`src/rtl/uart_pkg.sv`:
```
// Shared encodings for the configurable UART transmitter: FSM states,
// parity-mode codes and data-length decode.
`timescale 1ns/1ps
package uart_pkg;

  typedef enum logic [2:0] {
    ST_IDLE,
    ST_START,
    ST_DATA,
    ST_PARITY,
    ST_STOP
  } tx_state_t;

  // cfg_parity codes; the fourth code (2'b11) behaves as none
  localparam logic [1:0] PAR_NONE = 2'b00;
  localparam logic [1:0] PAR_EVEN = 2'b01;
  localparam logic [1:0] PAR_ODD  = 2'b10;
  localparam logic [1:0] PAR_RSVD = 2'b11;

  // cfg_data_bits codes
  localparam logic [1:0] DLEN_5 = 2'd0;
  localparam logic [1:0] DLEN_6 = 2'd1;
  localparam logic [1:0] DLEN_7 = 2'd2;
  localparam logic [1:0] DLEN_8 = 2'd3;

  function automatic logic [3:0] data_last_idx(input logic [1:0] dlen);
    case (dlen)
      DLEN_5:  return 4'd4;
      DLEN_6:  return 4'd5;
      DLEN_7:  return 4'd6;
      DLEN_8:  return 4'd7;
      default: return 4'd7;
    endcase
  endfunction

  function automatic logic par_enabled(input logic [1:0] mode);
    return !(mode == PAR_NONE || mode == PAR_RSVD);
  endfunction

endpackage

```
`src/rtl/uart_bit_timer.sv`:
```
// Counts baud_tick pulses while enabled and strobes bit_end on the tick
// that completes one serial bit period of OVERSAMPLE ticks.
`timescale 1ns/1ps
module uart_bit_timer #(
  parameter int unsigned OVERSAMPLE = 16
) (
  input  logic clk,
  input  logic rst_n,
  input  logic en,
  input  logic baud_tick,
  output logic bit_end
);

  localparam int unsigned CW = $clog2(OVERSAMPLE);
  localparam logic [CW-1:0] CNT_LAST = CW'(OVERSAMPLE - 1);

  logic [CW-1:0] cnt_q;

  assign bit_end = en && baud_tick && (cnt_q == CNT_LAST);

  always_ff @(posedge clk or negedge rst_n) begin
    if (!rst_n) begin
      cnt_q <= '0;
    end else if (!en) begin
      cnt_q <= '0;
    end else if (baud_tick) begin
      cnt_q <= bit_end ? '0 : cnt_q + CW'(1);
    end
  end

endmodule

```
`src/rtl/uart_tx_cfg.sv`:
```
// Configurable UART transmitter (5-8 data bits, 1/2 stop bits) with a
// one-entry holding register. Parity support is built only with UART_TX_PARITY_EN.
`timescale 1ns/1ps
module uart_tx_cfg
  import uart_pkg::*;
#(
  parameter int unsigned OVERSAMPLE = 16,
  parameter int unsigned DATA_MAX   = 8
) (
  input  logic                clk,
  input  logic                rst_n,
  input  logic                baud_tick,
  input  logic                i_valid,
  input  logic [DATA_MAX-1:0] din,
  output logic                o_ready,
  input  logic [1:0]          cfg_data_bits,
  input  logic [1:0]          cfg_parity,
  input  logic                cfg_stop2,
  output logic                o_tx,
  output logic                o_tx_busy,
  output logic                o_tx_done
);

  tx_state_t           state_q, state_d;
  logic                hold_full_q;
  logic [DATA_MAX-1:0] hold_q;
  logic [DATA_MAX-1:0] shreg_q;
  logic [3:0]          bit_idx_q;
  logic [3:0]          last_idx_q;
  logic                stop2_q;
  logic                stop_idx_q;
  logic                done_q;
  logic                bit_end;
  logic                load;
  logic                frame_end;
  logic                accept;
  logic                timer_en;

  assign o_ready   = !hold_full_q;
  assign accept    = i_valid && o_ready;
  assign o_tx_busy = (state_q != ST_IDLE);
  assign o_tx_done = done_q;
  assign timer_en  = (state_q != ST_IDLE);

  uart_bit_timer #(
    .OVERSAMPLE(OVERSAMPLE)
  ) u_bit_timer (
    .clk      (clk),
    .rst_n    (rst_n),
    .en       (timer_en),
    .baud_tick(baud_tick),
    .bit_end  (bit_end)
  );

`ifdef UART_TX_PARITY_EN
  logic                par_en_q;
  logic                par_bit_q;
  logic [DATA_MAX-1:0] data_mask;

  always_comb begin
    data_mask = '0;
    for (int unsigned i = 0; i < DATA_MAX; i++) begin
      data_mask[i] = (i <= 32'(data_last_idx(cfg_data_bits)));
    end
  end

  always_ff @(posedge clk or negedge rst_n) begin
    if (!rst_n) begin
      par_en_q  <= 1'b0;
      par_bit_q <= 1'b0;
    end else if (load) begin
      par_en_q  <= par_enabled(cfg_parity);
      par_bit_q <= (^(hold_q & data_mask)) ^ (cfg_parity == PAR_ODD);
    end
  end
`else
  logic unused_cfg_parity;
  assign unused_cfg_parity = ^cfg_parity;
`endif

  always_comb begin
    state_d   = state_q;
    load      = 1'b0;
    frame_end = 1'b0;
    case (state_q)
      ST_IDLE: begin
        if (hold_full_q) begin
          load    = 1'b1;
          state_d = ST_START;
        end
      end
      ST_START: begin
        if (bit_end) state_d = ST_DATA;
      end
      ST_DATA: begin
        if (bit_end && bit_idx_q == last_idx_q) begin
`ifdef UART_TX_PARITY_EN
          state_d = par_en_q ? ST_PARITY : ST_STOP;
`else
          state_d = ST_STOP;
`endif
        end
      end
`ifdef UART_TX_PARITY_EN
      ST_PARITY: begin
        if (bit_end) state_d = ST_STOP;
      end
`endif
      ST_STOP: begin
        // a byte waiting in the holding register chains straight into START
        if (bit_end && stop_idx_q == stop2_q) begin
          frame_end = 1'b1;
          if (hold_full_q) begin
            load    = 1'b1;
            state_d = ST_START;
          end else begin
            state_d = ST_IDLE;
          end
        end
      end
      default: state_d = ST_IDLE;
    endcase
  end

  // load only fires with the holding register full, so it never collides with accept
  always_ff @(posedge clk or negedge rst_n) begin
    if (!rst_n) begin
      state_q     <= ST_IDLE;
      hold_full_q <= 1'b0;
      hold_q      <= '0;
      shreg_q     <= '0;
      bit_idx_q   <= '0;
      last_idx_q  <= '0;
      stop2_q     <= 1'b0;
      stop_idx_q  <= 1'b0;
      done_q      <= 1'b0;
    end else begin
      state_q <= state_d;
      done_q  <= frame_end;
      if (load) begin
        hold_full_q <= 1'b0;
        shreg_q     <= hold_q;
        last_idx_q  <= data_last_idx(cfg_data_bits);
        stop2_q     <= cfg_stop2;
        bit_idx_q   <= '0;
        stop_idx_q  <= 1'b0;
      end else begin
        if (accept) begin
          hold_q      <= din;
          hold_full_q <= 1'b1;
        end
        if (bit_end && state_q == ST_DATA) begin
          shreg_q   <= shreg_q >> 1;
          bit_idx_q <= (state_d == ST_DATA) ? bit_idx_q + 4'd1 : 4'd0;
        end
        if (bit_end && state_q == ST_STOP) begin
          stop_idx_q <= (state_d == ST_STOP);
        end
      end
    end
  end

  always_comb begin
    o_tx = 1'b1;
    case (state_q)
      ST_START: o_tx = 1'b0;
      ST_DATA:  o_tx = shreg_q[0];
`ifdef UART_TX_PARITY_EN
      ST_PARITY: o_tx = par_bit_q;
`endif
      default:  o_tx = 1'b1;
    endcase
  end

endmodule

```
`config.mk`:
```
export PLATFORM = sky130hd
export DESIGN_NAME = uart_tx_cfg
export DESIGN_NICKNAME = d
export VERILOG_FILES = /design/src/rtl/uart_pkg.sv /design/src/rtl/uart_bit_timer.sv /design/src/rtl/uart_tx_cfg.sv
export SDC_FILE = /design/constraint.sdc
export NUM_CORES = 1
export LEC_CHECK = 0
export CAP_MARGIN = 20
export CORE_AREA = 2 2 59 61
export DETAILED_ROUTE_END_ITERATION = 12
export DIE_AREA = 0 0 61 63
export PLACE_DENSITY = 0.86
export REMOVE_ABC_BUFFERS = 1
export SLEW_MARGIN = 10
export SYNTH_ARGS = -nofsm -noshare
export SYNTH_HDL_FRONTEND = slang
export SYNTH_SLANG_ARGS = --single-unit
```
`constraint.sdc`:
```
create_clock -name clk -period 2 [get_ports clk]
set_input_delay 0.2 -clock clk [delete_from_list [all_inputs] [get_ports clk]]
set_output_delay 0.2 -clock clk [all_outputs]
set_load 0.01 [all_outputs]
```
==> metrics.cfg <==
[setup_path]
worstPathArrival_ns=1.70
rrSetupSlack_ns=0.17
worstSetupPathType=register to output pin
critPathLaunchType=register
cp_max_fo=7
worst_ep_required_time_ns=1.80
endpoint_kind=output pin

[sta]
clock.fmax_mhz=527
worst_pin_slew_ns=0.424
clock-skew-final_ns=0.0101
fin_crit_ns=1.90
fin_tns_setup_ns=0
setup_ws_ns=0.104
setup_viol=0
slew_viol_final=0
grt_setup_unrepaired=false
hold_viol=0
slew_headroom=0.717
fin_crit_sh=0.948

[drt]
drtPass1Iterations=4
wl_per_cell_um=14.2
ant_nets=0
num_vias=1129
drt-total-wl_um=2920
drc=0
drt_iter0_drc=25
avgViaCountPerCell=5.51

[clock_network]
cts_tree=built
clk_pin_slew_worst_paths_ns=0.10
root_buffer=clkbuf_4
htree_num_levels=2
ctsResizeCount=0
clock_latency_ns=0.33
ctsHoldBuffers=0
cts.path.max_buffers=2
cts_made_buffers=5
cts.sinks=34
post_cts_buffers=0

[logic_synthesis]
synthAdderAreaFrac=0.0152
synth.area.mux_share=0.205
synth_top_family_by_area=multiplexers
synth_cells=132
synth-warning-count=0
synth-seq-cells=34
synthArstFlopShare=1.00
synth_compound_area_frac=0.0826
ys_types=36
synthXorXnorAreaFrac=0.0318
syn_area_mm2=0.00165
synth_ff_type=dfrtp_1
synth_edf_count=0
syn_area_per_cell_um2=12.5
ys_seq_area_frac=0.515
synth-simple-area-share=0.117

[place]
dp_hpwl_um=2100
gp_congestion=0.769
place_ws_ns=0.112
port_buffers=18

[job]
drv_cap=0

[grt]
gr-total-overflow=0
grt_use_total=0.188
grt_pass1_wl_um=5340
grt_pass1_vias=1234
grt_max_degree=35
antenna_found_initial=0

[layout]
drive_gt1_frac=0.258
fillers=251
antenna_cells=0
seq_area_um2=855
syn2layout_area_growth_pct=19.5
multiInputGateArea_um2=758
layout.nets=178

[pwr]
leakagePower_nw=0.876
finalPower_w=0.00231
peakVddDrop_mv=0.634
powerDensity_mw_per_mm2=1170

[die]
die_h_um=63
die-width_um=61
start_util=0.511
coreArea_mm2=0.00323
dieArea_mm2=0.00384
rows=21
io_pins=21

[status]
status=complete, no violations

[worst_hold_path]
hp-class=input pin to async pin

[logic make-up (layout without fill, tap and decap cells)]
group	after synthesis	count (layout)
flops	34	34
simple gates	35	35
xor+xnor	6	6
buf+inv	9	36
fa+ha+maj	2	2
mux	28	28
compound gates	18	18
[per-layer routing]
layer	part of all wire	vias up	global-route usage
li1	-	532	-
met1	0.40	554	0.223
met4	0.026	0	0.101
met2	0.53	33	0.310
met3	0.045	10	0.0373
met5	0	-	0
[cells in the mapped netlist, types with 2 or more instances]
cell type	count	area [um^2]
a21oi_1	2	10.0
a22o_1	2	17.5
a311oi_1	2	17.5
dfrtp_1	34	851
ha_1	2	25.0
inv_1	5	18.8
mux2_1	5	56.3
mux2_2	13	146
mux2_4	7	105
mux2i_1	3	30.0
nand2_1	7	26.3
nand2b_1	2	12.5
nand3_1	2	10.0
nor2_1	8	30.0
nor2b_1	3	18.8
nor3_1	5	25.0
nor4_1	2	12.5
o21ai_0	6	30.0
xor2_1	5	43.8
[critical path: stages, from the launching register on]
cell             delay (ns)
dfrtp_1                0.47
nor3_1                 0.33
inv_1                  0.08
clkdlybuf4s50_1        0.48
[report_power, final]
part	internal (W)	total [W]	switching, W
Sequential	0.000942	0.00112	0.000183
Combinational	0.000507	0.000837	0.000330
Clock	0.000132	0.000344	0.000211
[final timing paths]
kind,start,end,depth (start not counted)
setup / recovery,state_q[2],o_tx_busy,3
hold / removal,rst_n,last_idx_q[1],2
setup reg to reg,u_bit_timer.cnt_q[1],shreg_q[2],5
hold reg to reg,last_idx_q[2],last_idx_q[2],1
max in group asynchronous,rst_n,u_bit_timer.cnt_q[0],2
min in group clk,din[7],hold_q[7],3
[through the flow]
step           instances  cell area (um^2)  hold WS, ns   util
2_1_floorplan        128              1610      -0.0956      -
3_3_place_gp         198              1910        0.475  0.591
3_5_place_dp         198              1910        0.474  0.591
4_1_cts              205              1950        0.269  0.605
5_1_grt              205              1970        0.305  0.611
6_report             205              1970        0.262  0.611
[placed cells by master (no fill, tap or decap), drive strengths merged, types with 5 or more instances in the layout]
cell type | synthesis | layout
dfrtp | 34 | 34
nand2 | 7 | 7
mux2 | 25 | 25
o21ai | 6 | 6
xor2 | 5 | 5
nor3 | 5 | 5
inv | 5 | 5
nor2 | 9 | 9
clkdlybuf4s50 | 0 | 17
buf | 3 | 6
clkbuf | 1 | 7
[layout make-up]
class	count	area share
clock buffers	7	0.0228
inverters	5	0.00951
multi-input cells	89	0.384
flip-flops and latches	34	0.433
well taps	46	0.0292
repair buffers	24	0.122
[flip-flops by register name (all words and copies together), names as in the netlist]
name	flops
bit_idx_q	4
hold_full_q	1
hold_q	8
last_idx_q	3
o_tx_done	1
shreg_q	8
state_q	3
stop2_q	1
stop_idx_q	1
u_bit_timer.cnt_q	4
No activity file was read; power rests on OpenSTA's default activity.
